### config.mk
export PLATFORM = sky130hd
export DESIGN_NAME = counter
export DESIGN_NICKNAME = d
export VERILOG_FILES = /design/src/rtl/counter.sv
export SDC_FILE = /design/constraint.sdc
export NUM_CORES = 1
export LEC_CHECK = 0
export ABC_AREA = 0
export CAP_MARGIN = 25
export CORE_MARGIN = 2
export CORE_UTILIZATION = 52
export DETAILED_ROUTE_END_ITERATION = 12
export GPL_TIMING_DRIVEN = 0
export PLACE_DENSITY = 0.79
export SYNTH_ARGS = -nofsm -noshare
export SYNTH_HDL_FRONTEND = slang
export SYNTH_SLANG_ARGS = --single-unit
### constraint.sdc
create_clock -name clk -period 3.44 [get_ports clk]
set_clock_uncertainty 0.2 [all_clocks]
set_input_delay 0.516 -clock clk [delete_from_list [all_inputs] [get_ports clk]]
set_output_delay 0.516 -clock clk [all_outputs]
set_load 0.005 [all_outputs]
### src/rtl/counter.sv
// Bounded up/down counter with programmable step and parallel load; saturates at MIN/MAX.
// Latency: one clock from inputs to count; finish is combinational from count and up_down.
// Backpressure: none; every input is acted on at the next rising edge.
module counter #(
    parameter int          WIDTH = 8,
    parameter int unsigned MAX   = 100,
    parameter int unsigned MIN   = 10
) (
    input  logic             clk,
    input  logic             rst,
    input  logic             en,
    input  logic             set,
    input  logic [3:0]       din,
    input  logic [3:0]       step,
    input  logic             up_down,
    output logic [WIDTH-1:0] count,
    output logic             finish
);

    // Bounds in counter width for direct compares against count.
    localparam logic [WIDTH-1:0] MAX_W = WIDTH'(MAX);
    localparam logic [WIDTH-1:0] MIN_W = WIDTH'(MIN);
    // Bounds one bit wider so sum/threshold arithmetic can never wrap.
    localparam logic [WIDTH:0]   MAX_X = (WIDTH+1)'(MAX);
    localparam logic [WIDTH:0]   MIN_X = (WIDTH+1)'(MIN);

    logic [WIDTH-1:0] din_w;
    logic [WIDTH-1:0] step_w;
    logic [WIDTH:0]   step_x;
    logic [WIDTH:0]   sum_x;
    logic [WIDTH:0]   floor_x;
    logic [WIDTH-1:0] diff_w;
    logic [WIDTH-1:0] next_count;

    assign din_w   = {{(WIDTH-4){1'b0}}, din};
    assign step_w  = {{(WIDTH-4){1'b0}}, step};
    assign step_x  = {1'b0, step_w};

    // Up: count + step without wrap. Down: count is only decremented when it
    // stays at or above MIN, so the subtraction below never underflows when used.
    assign sum_x   = {1'b0, count} + step_x;
    assign floor_x = MIN_X + step_x;
    assign diff_w  = count - step_w;

    // Next-state selection: load beats count-enable beats hold.
    always_comb begin
        next_count = count;
        if (set) begin
            next_count = din_w;
        end else if (en) begin
            if (up_down) begin
                if (sum_x > MAX_X) begin
                    next_count = MAX_W;
                end else begin
                    next_count = sum_x[WIDTH-1:0];
                end
            end else begin
                if ({1'b0, count} < floor_x) begin
                    next_count = MIN_W;
                end else begin
                    next_count = diff_w;
                end
            end
        end
    end

    // Count register; reset value 0 sits below MIN on purpose.
    always_ff @(posedge clk) begin
        if (rst) begin
            count <= '0;
        end else begin
            count <= next_count;
        end
    end

    // Terminal count in the current direction, independent of en/set.
    assign finish = up_down ? (count == MAX_W) : (count == MIN_W);

endmodule

==> impl_metrics.toml <==
[run_status]
status = "completed"

[setup_path]
setup.worst_path.end = "finish"
critical_path.reg2reg.endpoint = "count[7]$_SDFFE_PP0P_"
criticalPathCategory = "input port to output port"
r2r_start = "count[0]$_SDFFE_PP0P_"
timing.critical_path.cells = "clkdlybuf4s50_1 -> clkbuf_2 -> inv_1 -> nor4_1 -> a21oi_1 -> nor4_1 -> clkdlybuf4s50_1"
worstSetupStartpointType = "input port"
regToRegSetupSlack_ps = 580
worst_r2r_path_depth = 9
timing.critical_path.arrival_ps = 2530
cp-end-kind = "output port"
worstPathRequired_ps = 2720
cpMaxStageDelayCell = "sky130_fd_sc_hd__clkdlybuf4s50_1"
critical-path-max-stage-delay_ps = 560
setup.worst_path.start = "up_down"
path_max_fanout = 10

[timing]
post-route-period-util = 0.944
finalCriticalPeriod_ps = 3250
report.final.setup_viol = 0
maxSlewHeadroom = 0.687
hold_violations = 0
final.setup.tns_ps = 0
report.final.slew_viol_count = 0
maxClockFrequency_mhz = 308
setup_repair_after_global_routing_missed_its_margin = "no"
fin_ws_ps = 191
worstMarginPinSlew_ps = 464

[job]
cap_viol_max_count = 0

[place]
port_buffers = 20
pre_cts_ws_ps = -136
placedInstanceArea_sq_um = 1440
final_weighted_congestion_in_routability_driven_placement = 0.917
dp_cells = 207
dpl_hpwl_um = 2610

[synthesis]
postSynthNetCount = 187
synth_top_area_share = 0.133
post_synth_inst_count = 159
synth.lib_cells_used.distinct = 52
seq_area_frac_synth = 0.133
mappedNetlistArea_sq_um = 1200
synth-edff-count = 0
synth-seq-cells = 8
synth.yosys.warnings = 0
post_synth_top_area_cell = "sky130_fd_sc_hd__dfxtp_1"
synth-async-reset-ratio = 0
post_synth_main_area_contributors = "sky130_fd_sc_hd__dfxtp_1 13%, sky130_fd_sc_hd__ha_1 12%, sky130_fd_sc_hd__a21oi_1 6.7%, sky130_fd_sc_hd__fa_1 5.0%, sky130_fd_sc_hd__nor2_1 5.0%"
netlist_top_cells_count = "16 x sky130_fd_sc_hd__a21oi_1, 16 x sky130_fd_sc_hd__nor2_1, 12 x sky130_fd_sc_hd__ha_1"
syn_avg_cell_area_sq_um = 7.57
postSynth.topFlopCell = "sky130_fd_sc_hd__dfxtp_1"

[global_routing]
global_route.usage.met2 = 0.456
busiest_grt_layer = "met2"
met3_track_demand_over_resource_in_global_routing = 0.0776
vias_in_the_first_global_route = 1189
largest_net_degree_at_the_start_of_global_routing = 11
grt_util_met1 = 0.363
globalRoute.totalOverflow = 0
grt_first_pass_wirelength_um = 5620
globalRouteTotalUtil = 0.276
grt_antenna_before_repair = 0

[final_layout]
finish.instance_area_sq_um = 1470
post_route_cells_drive_above_1_share = 0.0989
antenna-diode-count = 0
reg.largest.list = "count x8"
max_flop_register = "count"
largest_register_ff_count = 8
instances_no_fill = 210
design.final.nets = 212
area_growth_syn_to_layout_pct = 22.1

[power]
pwr_density_nw_per_um2 = 258
vdd_drop_max_mv = 0.281
power.static_leakage_nw = 0.630

[clock_tree]
postCtsSetupBuffers = 0
cts_root_buffer = "sky130_fd_sc_hd__clkbuf_4"
cts_tree = "done"
clock_sink_count = 8
worstSkewPairLatency_ps = 260
path_clk_slew_ps = 60
cts_made_buffers = 3
cts_max_level = 1
cts_max_path_buffers = 2

[detailed_routing]
first_pass_detailed_route_iteration_total = 4
detail_route.vias_per_cell = 6.12
number_of_nets_with_antenna_violations_after_detailed_routing = 0
drt_iter0_drc = 50
detailroute.via_count = 1285
route.detailed.wl_per_inst_um = 15.9
drc = 0
post_detailed_routing_wire_length_um = 3330

[die]
floorplan.die_area_sq_um = 2720
chipHeight_um = 52.1
boundaryPins = 22
area_of_the_core_sq_um = 2190
floorplan.rows = 17
initial_utilization = 0.549
horizontal_extent_of_the_die_um = 52.1

[min_path]
min-delay-path-class = "register to register"
-- how the worst min path moves through the flow --
| stage | startpoint | end | cells past startpoint |
|---|---|---|---|
| 5_1_grt | count[7]$_SDFFE_PP0P_ | count[7]$_SDFFE_PP0P_ | 2 |
| 3_3_place_gp | count[7]$_SDFFE_PP0P_ | count[7]$_SDFFE_PP0P_ | 2 |
| 3_5_place_dp | count[7]$_SDFFE_PP0P_ | count[7]$_SDFFE_PP0P_ | 2 |
| 4_1_cts | count[7]$_SDFFE_PP0P_ | count[7]$_SDFFE_PP0P_ | 2 |
| 2_1_floorplan | count[7]$_SDFFE_PP0P_ | count[7]$_SDFFE_PP0P_ | 2 |
| 6_report | count[7]$_SDFFE_PP0P_ | count[7]$_SDFFE_PP0P_ | 2 |
-- cells in the final DEF, fill, tap and decap left out, types with 2 or more instances in the layout --
master / netlist / routed
sky130_fd_sc_hd__clkbuf_1: 5 / 4
sky130_fd_sc_hd__a21o_1: 3 / 3
sky130_fd_sc_hd__fa_1: 3 / 3
sky130_fd_sc_hd__buf_2: 2 / 2
sky130_fd_sc_hd__o22a_1: 3 / 3
sky130_fd_sc_hd__or2_2: 2 / 2
sky130_fd_sc_hd__ha_1: 12 / 12
sky130_fd_sc_hd__nor4_1: 2 / 2
sky130_fd_sc_hd__clkbuf_4: 0 / 3
sky130_fd_sc_hd__nor2b_1: 2 / 2
sky130_fd_sc_hd__clkdlybuf4s50_1: 0 / 19
sky130_fd_sc_hd__o311a_1: 2 / 2
sky130_fd_sc_hd__xor2_1: 2 / 2
sky130_fd_sc_hd__a32o_1: 2 / 2
sky130_fd_sc_hd__nor3_1: 3 / 3
sky130_fd_sc_hd__xnor2_1: 2 / 2
sky130_fd_sc_hd__o2bb2ai_1: 2 / 2
sky130_fd_sc_hd__nor2_4: 2 / 2
sky130_fd_sc_hd__o21ai_1: 2 / 2
sky130_fd_sc_hd__or4_1: 2 / 2
sky130_fd_sc_hd__a21oi_1: 16 / 16
sky130_fd_sc_hd__nand2_1: 10 / 10
sky130_fd_sc_hd__o21ai_0: 11 / 11
sky130_fd_sc_hd__inv_1: 11 / 11
sky130_fd_sc_hd__nor2_1: 16 / 16
sky130_fd_sc_hd__nand2b_1: 4 / 4
sky130_fd_sc_hd__dfxtp_1: 8 / 8
sky130_fd_sc_hd__nand3_1: 4 / 4
-- repair_timing --
item | 4_1_cts | 5_1_grt
resized for setup | 0 | 4
endpoints found under the hold margin | 0 | 0
endpoints found under the setup margin | 0 | 3
hold buffers | 0 | 0
-- power by group --
group / switching [mW] / internal, mW
sequential: 0.0101 / 0.0980
combinational: 0.109 / 0.0857
clock: 0.0364 / 0.0402
total: 0.155 / 0.224
-- logic make-up after synthesis --
| group | synth area share |
|---|---|
| AOI/OAI and AO/OA | 0.319 |
| xor gates and xnor gates | 0.0291 |
| adders and majority gates | 0.175 |
| buffers and inverters | 0.0759 |
| DFF | 0.133 |
| and+or+nand+nor | 0.268 |
-- routing by layer --
metal,vias to the layer above,wire length (um),share of wire
li1,629,-,-
met1,596,1460,0.44
met2,52,1620,0.49
met3,8,213,0.064
met4,0,33,0.0099
met5,-,0,0
-- worst max-delay path, delay by kind of cell --
| family | cells | cell delay [ps] |
|---|---|---|
| AO/OA/AOI/OAI | 1 | 70 |
| buffers and inverters | 4 | 1410 |
| AND/OR/NAND/NOR | 2 | 540 |
-- through the flow --
step	hold WS, ps	power, mW	utilization
after floorplan	367	0.237	-
after global placement	405	0.292	0.657
after detailed placement	429	0.299	0.657
after CTS	440	0.374	0.667
after global routing	514	0.405	0.671
final	449	0.379	0.671
-- area by class of cell --
| class | instances | area [sq um] |
|---|---|---|
| Multi-Input combinational cell | 130 | 957 |
| Fill cell | 194 | 721 |
| Timing Repair Buffer | 20 | 203 |
| Sequential cell | 8 | 160 |
| Inverter | 12 | 47.5 |
| Buffer | 9 | 45.0 |
| Tap cell | 28 | 35.0 |
| Clock buffer | 3 | 22.5 |
Note: power is estimated with default switching activity, not from simulation.
